--- src/rtl/mem_arbiter_if.sv ---
// rtl/mem_arbiter_if.sv - fetch / load-store / RAM bus bundle for mem_arbiter
interface mem_arbiter_if #(
    parameter int POS_W = 4
);
    logic             rdy_in;
    logic             clear;
    logic             io_buffer_full;
    logic             if_req;
    logic [31:0]      if_addr;
    logic             if_done;
    logic [31:0]      if_inst;
    logic             lsb_req;
    logic [POS_W-1:0] lsb_pos;
    logic             lsb_ls;
    logic [1:0]       lsb_len;
    logic [31:0]      lsb_addr;
    logic [31:0]      lsb_val;
    logic             lsb_busy;
    logic             lsb_finished;
    logic [31:0]      lsb_val_out;
    logic [POS_W-1:0] lsb_pos_out;
    logic [7:0]       mem_din;
    logic [7:0]       mem_dout;
    logic [31:0]      mem_a;
    logic             mem_wr;

    modport slave (
        input  rdy_in, clear, io_buffer_full,
        input  if_req, if_addr,
        output if_done, if_inst,
        input  lsb_req, lsb_pos, lsb_ls, lsb_len, lsb_addr, lsb_val,
        output lsb_busy, lsb_finished, lsb_val_out, lsb_pos_out,
        input  mem_din,
        output mem_dout, mem_a, mem_wr
    );

    modport master (
        output rdy_in, clear, io_buffer_full,
        output if_req, if_addr,
        input  if_done, if_inst,
        output lsb_req, lsb_pos, lsb_ls, lsb_len, lsb_addr, lsb_val,
        input  lsb_busy, lsb_finished, lsb_val_out, lsb_pos_out,
        output mem_din,
        input  mem_dout, mem_a, mem_wr
    );
endinterface

--- src/rtl/mem_arbiter.sv ---
// rtl/mem_arbiter.sv - round-robin byte-serial RAM arbiter for fetch and load/store buffer
module mem_arbiter #(
    parameter int POS_W = 4
) (
    input  logic         clk_in,
    input  logic         rst_in,
    mem_arbiter_if.slave bus
);
    typedef enum logic [1:0] {IDLE, IF_RD, LS_RD, LS_WR} state_t;

    state_t           state, state_nx;
    logic             last_lsb, last_lsb_nx;
    logic [31:0]      base, base_nx;
    logic [31:0]      wdata, wdata_nx;
    logic [31:0]      rdata, rdata_nx;
    logic [1:0]       k, k_nx;
    logic [1:0]       last_k, last_k_nx;
    logic             got, got_nx;
    logic [POS_W-1:0] pos, pos_nx;
    logic             if_done_q, if_done_nx;
    logic             fin_q, fin_nx;
    logic             fin_st_q, fin_st_nx;

    logic [31:0] cur_a;
    logic [7:0]  wbyte;
    logic        busy, lsb_go, if_go, io_stall;

    assign cur_a    = base + {30'd0, k};
    assign busy     = (state != IDLE) | (last_lsb & bus.if_req);
    assign lsb_go   = bus.lsb_req & ~busy;
    // Fetch keeps if_req high through its done cycle; do not fetch the same word twice.
    assign if_go    = bus.if_req & ~if_done_q;
    assign io_stall = (cur_a[17:16] == 2'b11) & bus.io_buffer_full;

    always_comb begin
        wbyte = wdata[7:0];
        case (k)
            2'd0: wbyte = wdata[7:0];
            2'd1: wbyte = wdata[15:8];
            2'd2: wbyte = wdata[23:16];
            2'd3: wbyte = wdata[31:24];
            default: wbyte = wdata[7:0];
        endcase
    end

    always_ff @(posedge clk_in or negedge rst_in) begin
        if (!rst_in) begin
            state     <= IDLE;
            last_lsb  <= 1'b0;
            base      <= 32'd0;
            wdata     <= 32'd0;
            rdata     <= 32'd0;
            k         <= 2'd0;
            last_k    <= 2'd0;
            got       <= 1'b0;
            pos       <= '0;
            if_done_q <= 1'b0;
            fin_q     <= 1'b0;
            fin_st_q  <= 1'b0;
        end else begin
            state     <= state_nx;
            last_lsb  <= last_lsb_nx;
            base      <= base_nx;
            wdata     <= wdata_nx;
            rdata     <= rdata_nx;
            k         <= k_nx;
            last_k    <= last_k_nx;
            got       <= got_nx;
            pos       <= pos_nx;
            if_done_q <= if_done_nx;
            fin_q     <= fin_nx;
            fin_st_q  <= fin_st_nx;
        end
    end

    // got means mem_din this cycle carries byte k; the address on the bus is then k+1.
    always_comb begin
        state_nx    = state;
        last_lsb_nx = last_lsb;
        base_nx     = base;
        wdata_nx    = wdata;
        rdata_nx    = rdata;
        k_nx        = k;
        last_k_nx   = last_k;
        got_nx      = got;
        pos_nx      = pos;
        if_done_nx  = 1'b0;
        fin_nx      = 1'b0;
        fin_st_nx   = 1'b0;
        if (!bus.rdy_in) begin
            // The byte landing in a paused cycle is dropped and re-requested on resume.
            got_nx     = 1'b0;
            if_done_nx = if_done_q;
            fin_nx     = fin_q;
            fin_st_nx  = fin_st_q;
        end else begin
            case (state)
                IDLE: begin
                    if (lsb_go) begin
                        state_nx    = bus.lsb_ls ? LS_WR : LS_RD;
                        last_lsb_nx = 1'b1;
                        base_nx     = bus.lsb_addr;
                        wdata_nx    = bus.lsb_val;
                        pos_nx      = bus.lsb_pos;
                        rdata_nx    = 32'd0;
                        k_nx        = 2'd0;
                        got_nx      = 1'b0;
                        case (bus.lsb_len)
                            2'b00:   last_k_nx = 2'd0;
                            2'b01:   last_k_nx = 2'd1;
                            default: last_k_nx = 2'd3;
                        endcase
                    end else if (if_go) begin
                        state_nx    = IF_RD;
                        last_lsb_nx = 1'b0;
                        base_nx     = bus.if_addr;
                        rdata_nx    = 32'd0;
                        k_nx        = 2'd0;
                        got_nx      = 1'b0;
                        last_k_nx   = 2'd3;
                    end
                end
                IF_RD, LS_RD: begin
                    if (bus.clear) begin
                        state_nx = IDLE;
                        got_nx   = 1'b0;
                    end else if (got) begin
                        rdata_nx[{k, 3'b000} +: 8] = bus.mem_din;
                        if (k == last_k) begin
                            state_nx = IDLE;
                            got_nx   = 1'b0;
                            if (state == IF_RD) if_done_nx = 1'b1;
                            else                fin_nx     = 1'b1;
                        end else begin
                            k_nx = k + 2'd1;
                        end
                    end else begin
                        got_nx = 1'b1;
                    end
                end
                LS_WR: begin
                    // Stores are already committed, so clear does not stop them.
                    if (!io_stall) begin
                        if (k == last_k) begin
                            state_nx  = IDLE;
                            fin_nx    = 1'b1;
                            fin_st_nx = 1'b1;
                        end else begin
                            k_nx = k + 2'd1;
                        end
                    end
                end
                default: state_nx = IDLE;
            endcase
        end
    end

    assign bus.lsb_busy     = busy;
    assign bus.mem_a        = (state == IDLE) ? 32'd0 : (got ? cur_a + 32'd1 : cur_a);
    assign bus.mem_wr       = bus.rdy_in & (state == LS_WR) & ~io_stall;
    assign bus.mem_dout     = (state == LS_WR) ? wbyte : 8'd0;
    assign bus.if_done      = if_done_q & bus.rdy_in & ~bus.clear;
    assign bus.lsb_finished = fin_q & bus.rdy_in & (fin_st_q | ~bus.clear);
    assign bus.if_inst      = rdata;
    assign bus.lsb_val_out  = rdata;
    assign bus.lsb_pos_out  = pos;
endmodule
--- src/flat_wrapper.sv ---
// flat-port wrapper written by rule: the top's interface ports become plain ports
module mem_arbiter_flat 
#(
    parameter int POS_W = 4
)
  (clk_in, rst_in, bus_rdy_in, bus_clear, bus_io_buffer_full, bus_if_req, bus_if_addr, bus_if_done, bus_if_inst, bus_lsb_req, bus_lsb_pos, bus_lsb_ls, bus_lsb_len, bus_lsb_addr, bus_lsb_val, bus_lsb_busy, bus_lsb_finished, bus_lsb_val_out, bus_lsb_pos_out, bus_mem_din, bus_mem_dout, bus_mem_a, bus_mem_wr);
  mem_arbiter_if #(.POS_W(POS_W)) bus_i ();
  input  logic clk_in;
  input  logic rst_in;
  input wire logic [$bits(bus_i.rdy_in)-1:0] bus_rdy_in;
  input wire logic [$bits(bus_i.clear)-1:0] bus_clear;
  input wire logic [$bits(bus_i.io_buffer_full)-1:0] bus_io_buffer_full;
  input wire logic [$bits(bus_i.if_req)-1:0] bus_if_req;
  input wire logic [$bits(bus_i.if_addr)-1:0] bus_if_addr;
  output wire logic [$bits(bus_i.if_done)-1:0] bus_if_done;
  output wire logic [$bits(bus_i.if_inst)-1:0] bus_if_inst;
  input wire logic [$bits(bus_i.lsb_req)-1:0] bus_lsb_req;
  input wire logic [$bits(bus_i.lsb_pos)-1:0] bus_lsb_pos;
  input wire logic [$bits(bus_i.lsb_ls)-1:0] bus_lsb_ls;
  input wire logic [$bits(bus_i.lsb_len)-1:0] bus_lsb_len;
  input wire logic [$bits(bus_i.lsb_addr)-1:0] bus_lsb_addr;
  input wire logic [$bits(bus_i.lsb_val)-1:0] bus_lsb_val;
  output wire logic [$bits(bus_i.lsb_busy)-1:0] bus_lsb_busy;
  output wire logic [$bits(bus_i.lsb_finished)-1:0] bus_lsb_finished;
  output wire logic [$bits(bus_i.lsb_val_out)-1:0] bus_lsb_val_out;
  output wire logic [$bits(bus_i.lsb_pos_out)-1:0] bus_lsb_pos_out;
  input wire logic [$bits(bus_i.mem_din)-1:0] bus_mem_din;
  output wire logic [$bits(bus_i.mem_dout)-1:0] bus_mem_dout;
  output wire logic [$bits(bus_i.mem_a)-1:0] bus_mem_a;
  output wire logic [$bits(bus_i.mem_wr)-1:0] bus_mem_wr;
  assign bus_i.rdy_in = bus_rdy_in;
  assign bus_i.clear = bus_clear;
  assign bus_i.io_buffer_full = bus_io_buffer_full;
  assign bus_i.if_req = bus_if_req;
  assign bus_i.if_addr = bus_if_addr;
  assign bus_if_done = bus_i.if_done;
  assign bus_if_inst = bus_i.if_inst;
  assign bus_i.lsb_req = bus_lsb_req;
  assign bus_i.lsb_pos = bus_lsb_pos;
  assign bus_i.lsb_ls = bus_lsb_ls;
  assign bus_i.lsb_len = bus_lsb_len;
  assign bus_i.lsb_addr = bus_lsb_addr;
  assign bus_i.lsb_val = bus_lsb_val;
  assign bus_lsb_busy = bus_i.lsb_busy;
  assign bus_lsb_finished = bus_i.lsb_finished;
  assign bus_lsb_val_out = bus_i.lsb_val_out;
  assign bus_lsb_pos_out = bus_i.lsb_pos_out;
  assign bus_i.mem_din = bus_mem_din;
  assign bus_mem_dout = bus_i.mem_dout;
  assign bus_mem_a = bus_i.mem_a;
  assign bus_mem_wr = bus_i.mem_wr;
  mem_arbiter #(.POS_W(POS_W)) u_core (.clk_in(clk_in), .rst_in(rst_in), .bus(bus_i));
endmodule
--- config.mk ---
export PLATFORM = sky130hd
export DESIGN_NAME = mem_arbiter_flat
export DESIGN_NICKNAME = d
export VERILOG_FILES = /design/src/rtl/mem_arbiter_if.sv /design/src/rtl/mem_arbiter.sv /design/src/flat_wrapper.sv
export SDC_FILE = /design/constraint.sdc
export NUM_CORES = 1
export LEC_CHECK = 0
export CAP_MARGIN = 15
export CORE_ASPECT_RATIO = 0.8
export CORE_MARGIN = 8
export CORE_UTILIZATION = 45
export DETAILED_ROUTE_END_ITERATION = 10
export PLACE_DENSITY_LB_ADDON = 0.05
export SYNTH_ARGS = -nofsm -noshare
export SYNTH_HDL_FRONTEND = slang
export SYNTH_SLANG_ARGS = --single-unit
--- constraint.sdc ---
create_clock -name clk_in -period 4.2 [get_ports clk_in]
set_clock_uncertainty 0.1 [all_clocks]
set_input_delay 0.63 -clock clk_in [delete_from_list [all_inputs] [get_ports clk_in]]
set_output_delay 0.63 -clock clk_in [all_outputs]
set_load 0.005 [all_outputs]
### Word-level counts from Yosys, hierarchy flattened

Index checks and enable logic that the tools add are counted.

* input port bits: 118
* output and inout bits: 112
* word-level logic and storage cells: 114
* register bits: 111

* reductions and logical operators: 13
* equal/unequal tests: 16
* $add $sub $neg: 4
* multiplexer cells: 51
* bitwise logic cells: 16
* shift operators: 2

Operators with widths (count)
* 2-to-1 mux 32 bit: 8
* one-hot mux 32 bit (2 select lines): 1
* adder 32 x 1 -> 32 bit (second input constant): 1
* adder 32 x 2 -> 32 bit: 1
* bitwise mux 32 bit: 1
* one-hot mux 8 bit (4 select lines): 1
* variable shift 8 x 7 -> 32 bit (first input constant): 1
* variable part select 8 x 7 -> 32 bit: 1
* 2-to-1 mux 2 bit: 14
* 2-to-1 mux 1 bit: 20
* one-hot mux 2 bit (3 select lines): 2
* bitwise AND 1 bit: 10
* == test 2 bit (second input constant): 5
* AND reduction 5 bit: 2
* 2-to-1 mux 8 bit: 1
* negator 5 -> 7 bit: 1
* == test 2 x 1 -> 1 bit (second input constant): 3
* zero test 2 bit: 3
* != test 3 x 1 -> 1 bit (second input constant): 2
* AND reduction 3 bit: 2
* nonzero test 2 bit: 3
* != test 2 bit (second input constant): 2
* != test 4 x 2 -> 1 bit (second input constant): 1
* inverter 1 bit: 4
* 10 further kinds: 12

### Depth between registers and ports, before layout

* depth after elaboration: 7
* mapped depth: 12
* depth with buffers taken out: 10

### Worst setup path after synthesis

OpenSTA, ideal clock, no wires.

* path kind: reg2out
* from: register u_core.k[0]
* to: output bus_mem_a[19]
* buffers on the path: 0
* cell stages (with the launch flop): 11
* required time: 3.470 ns
* arrival: 3.248 ns
* path slack: 0.222 ns
* cells stage by stage: dfrtp_1 ha_1 fa_1 xor2_1 nand4_1 nor3_1 nand3_1 nor4_4 or3b_1 a21boi_1 mux2_1

* longest elaborated chain between the ends: 4

Ends and longest elaborated chain
* from (decl): line mem_arbiter.sv:16 `logic [1:0] k, k_nx;`
* from (signal assigned): line mem_arbiter.sv:66 `k <= k_nx;`
* adder 32 x 2 -> 32 bit *: line mem_arbiter.sv:28 `assign cur_a = base + {30'd0, k};`
* adder 32 x 1 -> 32 bit: line mem_arbiter.sv:159 `assign bus.mem_a = (state == IDLE) ? 32'd0 : (got ? cur_a + 32'd1 : cur_a);`
* 2-to-1 mux 32 bit * (2 in series): line mem_arbiter.sv:159
* to (decl): line flat_wrapper.sv:29 `output wire logic [$bits(bus_i.mem_a)-1:0] bus_mem_a;`

Every way passes the cells marked *; elsewhere a longest branch is shown, timed or not.

### Worst setup path after layout

* from: register u_core.base[0]
* to: output bus_mem_a[31]

* longest elaborated chain between the ends: 4

Ends and longest elaborated chain
* from (decl): line mem_arbiter.sv:13 `logic [31:0] base, base_nx;`
* from (signal assigned): line mem_arbiter.sv:63 `base <= base_nx;`
* adder 32 x 2 -> 32 bit *: line mem_arbiter.sv:28
* adder 32 x 1 -> 32 bit: line mem_arbiter.sv:159
* 2-to-1 mux 32 bit * (2 in series): line mem_arbiter.sv:159

Marked as above.

==> metrics.txt <==
# TYPE chip_impl_metric gauge
chip_impl_metric{name="power_per_cell_area",unit="nW/µm²"} 531
chip_impl_metric{name="cts.path.max_buffers",unit=""} 2
chip_impl_metric{name="die_width",unit="µm"} 155
chip_impl_metric{name="setup_slack",unit="ns"} -0.0352
chip_impl_metric{name="clk_latency",unit="ns"} 0.36
chip_impl_metric{name="achievable-frequency",unit="GHz"} 0.236
chip_impl_metric{name="drv_slew",unit=""} 0
chip_impl_metric{name="drtIter0Drc",unit=""} 553
chip_impl_info{name="failed_checks",value="negative setup slack"} 1
chip_impl_metric{name="synthAdderAreaFrac",unit=""} 0.0263
chip_impl_info{name="run_status",value="finished, violations left"} 1
chip_impl_metric{name="antenna_found_initial",unit=""} 0
chip_impl_metric{name="synth_edf_count",unit=""} 0
chip_impl_metric{name="max_h_tree_level",unit=""} 3
chip_impl_metric{name="final_net_count",unit=""} 1150
chip_impl_metric{name="grt_start_max_net_pins",unit=""} 66
chip_impl_metric{name="wirelength",unit="mm"} 22.4
chip_impl_metric{name="antenna-diode-count",unit=""} 0
chip_impl_metric{name="slew_headroom",unit=""} 0.295
chip_impl_metric{name="finalSetupViolations",unit=""} 2
chip_impl_metric{name="critical_path_arrival",unit="ns"} 3.51
chip_impl_info{name="largest_family_of_logic_cells_by_synthesized_area",value="simple AND/OR/NAND/NOR gates"} 1
chip_impl_info{name="worst_setup_path_end_kind",value="output port"} 1
chip_impl_metric{name="syn_nets",unit=""} 886
chip_impl_metric{name="design.die.area",unit="µm²"} 19700
chip_impl_metric{name="vias",unit=""} 6706
chip_impl_metric{name="yosys.area.top_type_share",unit=""} 0.400
chip_impl_metric{name="grt_pass1_wl",unit="mm"} 35.0
chip_impl_info{name="timing.critical_path.to",value="bus_mem_a[31]"} 1
chip_impl_metric{name="boundary_pins",unit=""} 230
chip_impl_metric{name="grt_overflow_total",unit=""} 0
chip_impl_metric{name="timing.critical_path.required",unit="ns"} 3.47
chip_impl_metric{name="area.growth.synth_to_final",unit="%"} 50.8
chip_impl_metric{name="ys_seq_elements",unit=""} 111
chip_impl_info{name="post_synth_main_area_contributors",value="sky130_fd_sc_hd__dfrtp_1 (40%), sky130_fd_sc_hd__mux2_2 (5.8%), sky130_fd_sc_hd__nand2_1 (5.5%)"} 1
chip_impl_metric{name="timing.final.hold_violations",unit=""} 0
chip_impl_metric{name="synth.yosys.seq_area_share",unit=""} 0.400
chip_impl_metric{name="seq_power_share",unit=""} 0.320
chip_impl_metric{name="core_region_area",unit="µm²"} 15100
chip_impl_metric{name="post_synth_mux_area_share",unit=""} 0.108
chip_impl_info{name="crit_type",value="flop to output port"} 1
chip_impl_metric{name="rows",unit=""} 40
chip_impl_metric{name="place.gp.congestion",unit=""} 0.881
chip_impl_info{name="reg2reg_to",value="u_core.state[0]"} 1
chip_impl_metric{name="vdd_ir_drop_max",unit="V"} 0.000281
chip_impl_metric{name="syn_avg_cell_area",unit="µm²"} 9.21
chip_impl_metric{name="power.leakage",unit="µW"} 0.00430
chip_impl_metric{name="power_switching",unit="µW"} 2260
chip_impl_metric{name="post_synth_and_or_nand_nor_area_fraction",unit=""} 0.199
chip_impl_metric{name="wire_per_inst",unit="µm"} 18.1
chip_impl_metric{name="die_h",unit="µm"} 127
chip_impl_info{name="rr_startpoint",value="u_core.base[1]"} 1
chip_impl_metric{name="place_worst_setup_slack",unit="ns"} -0.00979
chip_impl_metric{name="postCtsHoldBufs",unit=""} 0
chip_impl_metric{name="final_min_period_over_clock_period",unit=""} 1.01
chip_impl_info{name="critical_path.startpoint",value="u_core.base[0]"} 1
chip_impl_metric{name="post-route-util",unit=""} 0.695
chip_impl_info{name="grt_setup_unrepaired",value="true"} 1
chip_impl_info{name="synthDominantAreaCellType",value="sky130_fd_sc_hd__dfrtp_1"} 1
chip_impl_metric{name="drive_above_1_share",unit=""} 0.227
chip_impl_metric{name="routed_antenna_nets",unit=""} 0
chip_impl_metric{name="final.min_clock_period",unit="ns"} 4.24
chip_impl_metric{name="distinct_cells_synth",unit=""} 67
chip_impl_metric{name="drc_errors",unit=""} 0
chip_impl_metric{name="n_fill_cell",unit=""} 1173
chip_impl_metric{name="switching_share",unit=""} 0.408
chip_impl_metric{name="cts_buffers",unit=""} 9
chip_impl_metric{name="clock_power_share",unit=""} 0.164
chip_impl_info{name="hold_path.class",value="primary input to asynchronous set/reset pin"} 1
chip_impl_metric{name="cts.sink_count",unit=""} 111
chip_impl_metric{name="routed_via_density",unit=""} 5.44
chip_impl_metric{name="post_synth_instance_area",unit="µm²"} 6940
chip_impl_metric{name="post_route_total_power",unit="µW"} 5550
chip_impl_info{name="startpoint_type",value="flop"} 1
chip_impl_metric{name="power_frac_comb",unit=""} 0.516
chip_impl_metric{name="number_of_max_capacitance_violations_reported",unit=""} 0
chip_impl_metric{name="crit_fanout",unit=""} 3
chip_impl_metric{name="ff2ff_setup_slack",unit="ns"} 1.05
chip_impl_info{name="root_buffer",value="sky130_fd_sc_hd__clkbuf_16"} 1
chip_impl_metric{name="post_synth_xor_area_fraction",unit=""} 0.0642
chip_impl_metric{name="worst_setup_hold_path_clk_slew",unit="ns"} 0.09
chip_impl_info{name="cts_tree",value="yes"} 1
chip_impl_metric{name="dpl.hpwl",unit="mm"} 16.5
chip_impl_metric{name="number_of_global_route_vias_before_repair",unit=""} 6744
chip_impl_metric{name="multiInputGateArea",unit="µm²"} 4040
chip_impl_metric{name="drt_pass1_iterations",unit=""} 5
chip_impl_metric{name="postSynth.asyncResetShare",unit=""} 1.00
chip_impl_info{name="synth.most_common_cell",value="sky130_fd_sc_hd__dfrtp_1"} 1
chip_impl_metric{name="synthesis.yosys.warnings",unit=""} 0
chip_impl_metric{name="regArea",unit="µm²"} 2780
chip_impl_metric{name="worst-r2r-cell-count",unit=""} 12
chip_impl_info{name="ys_dominant_reg_cell",value="sky130_fd_sc_hd__dfrtp_1"} 1
chip_impl_metric{name="post_synth_inst_count",unit=""} 754
chip_impl_metric{name="worst_pin_slew",unit="ns"} 1.05
chip_impl_metric{name="grt_usage",unit=""} 0.219
chip_impl_metric{name="compound_gate_fraction_of_synth_area",unit=""} 0.135
chip_impl_metric{name="port-buffer-count",unit=""} 229
chip_impl_metric{name="initial_utilization",unit=""} 0.461
chip_impl_info{name="synth.top_cells.by_count",value="sky130_fd_sc_hd__dfrtp_1 (111), sky130_fd_sc_hd__nand2_1 (102), sky130_fd_sc_hd__o21ai_0 (62), sky130_fd_sc_hd__nor2_1 (51), sky130_fd_sc_hd__mux2_2 (36)"} 1
chip_impl_metric{name="p_int",unit="µW"} 3290
## per-stage QoR
step / cells / area (µm²) / setup TNS [ns] / hold WS, ns
after detailed placement: 1178 / 9550 / -0.0180 / 0.374
after CTS: 1215 / 10100 / -0.470 / 0.252
after global placement: 1178 / 9550 / 0 / 0.368
after global routing: 1233 / 10500 / -1.89 / 0.276
after floorplan: 754 / 6940 / 0 / 0.234
final: 1233 / 10500 / -0.0637 / 0.213
## power by group through the flow
| stage | combinational (µW) | sequential [µW] | clock [µW] |
|---|---|---|---|
| 2_1_floorplan | 1590 | 1680 | 0 |
| 3_3_place_gp | 2670 | 1740 | 0 |
| 3_5_place_dp | 2720 | 1770 | 0 |
| 4_1_cts | 2750 | 1760 | 929 |
| 5_1_grt | 3140 | 1820 | 976 |
| 6_report | 2870 | 1780 | 908 |
## registers in the layout, summed over array words and instances (netlist names)
name	count
u_core.base	32
u_core.bus.if_inst	32
u_core.bus.lsb_pos_out	4
u_core.fin_q	1
u_core.fin_st_q	1
u_core.got	1
u_core.if_done_q	1
u_core.k	2
u_core.last_k	2
u_core.last_lsb	1
u_core.state	2
u_core.wdata	32
## critical path, stage by stage, from the launching register on
cell	delay, ns
sky130_fd_sc_hd__dfrtp_1	0.36
sky130_fd_sc_hd__ha_2	0.20
sky130_fd_sc_hd__fa_2	0.24
sky130_fd_sc_hd__nand3_4	0.09
sky130_fd_sc_hd__buf_6	0.13
sky130_fd_sc_hd__or4_4	0.54
sky130_fd_sc_hd__a2111oi_4	0.24
sky130_fd_sc_hd__a2111oi_1	0.12
sky130_fd_sc_hd__or4_4	0.56
sky130_fd_sc_hd__o31a_1	0.32
sky130_fd_sc_hd__nor3_2	0.18
sky130_fd_sc_hd__clkbuf_2	0.15
## area by class of cell
class                           count  area share
Clock buffer                        9      0.0215
Multi-Input combinational cell    553       0.385
Clock inverter                      7     0.00908
Timing Repair Buffer              330       0.289
Tap cell                          210      0.0251
Inverter                           13     0.00466
Sequential cell                   111       0.265
## placed cells by master, fill, tap and decap left out, types with 4 or more instances in the layout
master,synthesis,layout
sky130_fd_sc_hd__clkdlybuf4s50_1,0,206
sky130_fd_sc_hd__dfrtp_1,111,110
sky130_fd_sc_hd__nand2_1,102,102
sky130_fd_sc_hd__buf_4,33,90
sky130_fd_sc_hd__o21ai_0,62,61
sky130_fd_sc_hd__nor2_1,51,49
sky130_fd_sc_hd__mux2_2,36,36
sky130_fd_sc_hd__mux2i_1,33,33
sky130_fd_sc_hd__xnor2_1,28,23
sky130_fd_sc_hd__nand3_1,27,21
sky130_fd_sc_hd__nand4_1,18,18
sky130_fd_sc_hd__xor2_1,21,18
sky130_fd_sc_hd__a22o_1,16,16
sky130_fd_sc_hd__o21ai_1,13,14
sky130_fd_sc_hd__and2_1,15,14
sky130_fd_sc_hd__inv_1,12,12
sky130_fd_sc_hd__clkbuf_2,0,12
sky130_fd_sc_hd__buf_6,0,12
sky130_fd_sc_hd__ha_1,13,11
sky130_fd_sc_hd__and3_1,11,9
sky130_fd_sc_hd__clkbuf_16,0,9
sky130_fd_sc_hd__a222oi_1,8,8
sky130_fd_sc_hd__nor4_4,1,7
sky130_fd_sc_hd__a21oi_1,7,6
sky130_fd_sc_hd__nor3_1,9,6
sky130_fd_sc_hd__buf_2,6,6
sky130_fd_sc_hd__xnor2_2,1,5
sky130_fd_sc_hd__nand2b_1,5,5
sky130_fd_sc_hd__nand3_2,1,4
sky130_fd_sc_hd__nor4_2,3,4
sky130_fd_sc_hd__nor3_2,1,4
## layer usage
layer	track usage	share of wire	routed length, µm	vias to the layer above
li1	-	-	-	3176
met4	0.0500	0.0087	195	0
met5	0	0	0	-
met1	0.292	0.44	9910	3268
met2	0.349	0.47	10500	246
met3	0.0566	0.078	1740	16
## worst min path at each step
stage | to | cells after the start | start | slack, ns
floorplan | u_core.base[0] | 0 | rst_in | 0.23
global placement | u_core.last_lsb | 2 | u_core.last_lsb | 0.37
detailed placement | u_core.last_lsb | 2 | u_core.last_lsb | 0.37
CTS | u_core.base[10] | 1 | rst_in | 0.25
global route | u_core.base[22] | 1 | rst_in | 0.28
finish | u_core.base[22] | 1 | rst_in | 0.21
## logic make-up (layout without fill, tap and decap cells)
group | Yosys count | count (layout)
AO/OA/AOI/OAI | 143 | 143
XOR/XNOR | 50 | 50
AND/OR/NAND/NOR | 276 | 276
adder cells (fa/ha/maj) | 14 | 14
buffers and inverters | 90 | 359
multiplexers | 70 | 70
flip-flops | 111 | 111
## repair_timing
| action | in CTS | in global routing |
|---|---|---|
| gates resized for setup | 52 | 82 |
| endpoints found under the setup margin | 20 | 25 |
| pin swaps | 8 | 42 |
| setup buffers | 21 | 18 |
Power figures use the tool's default switching activity.
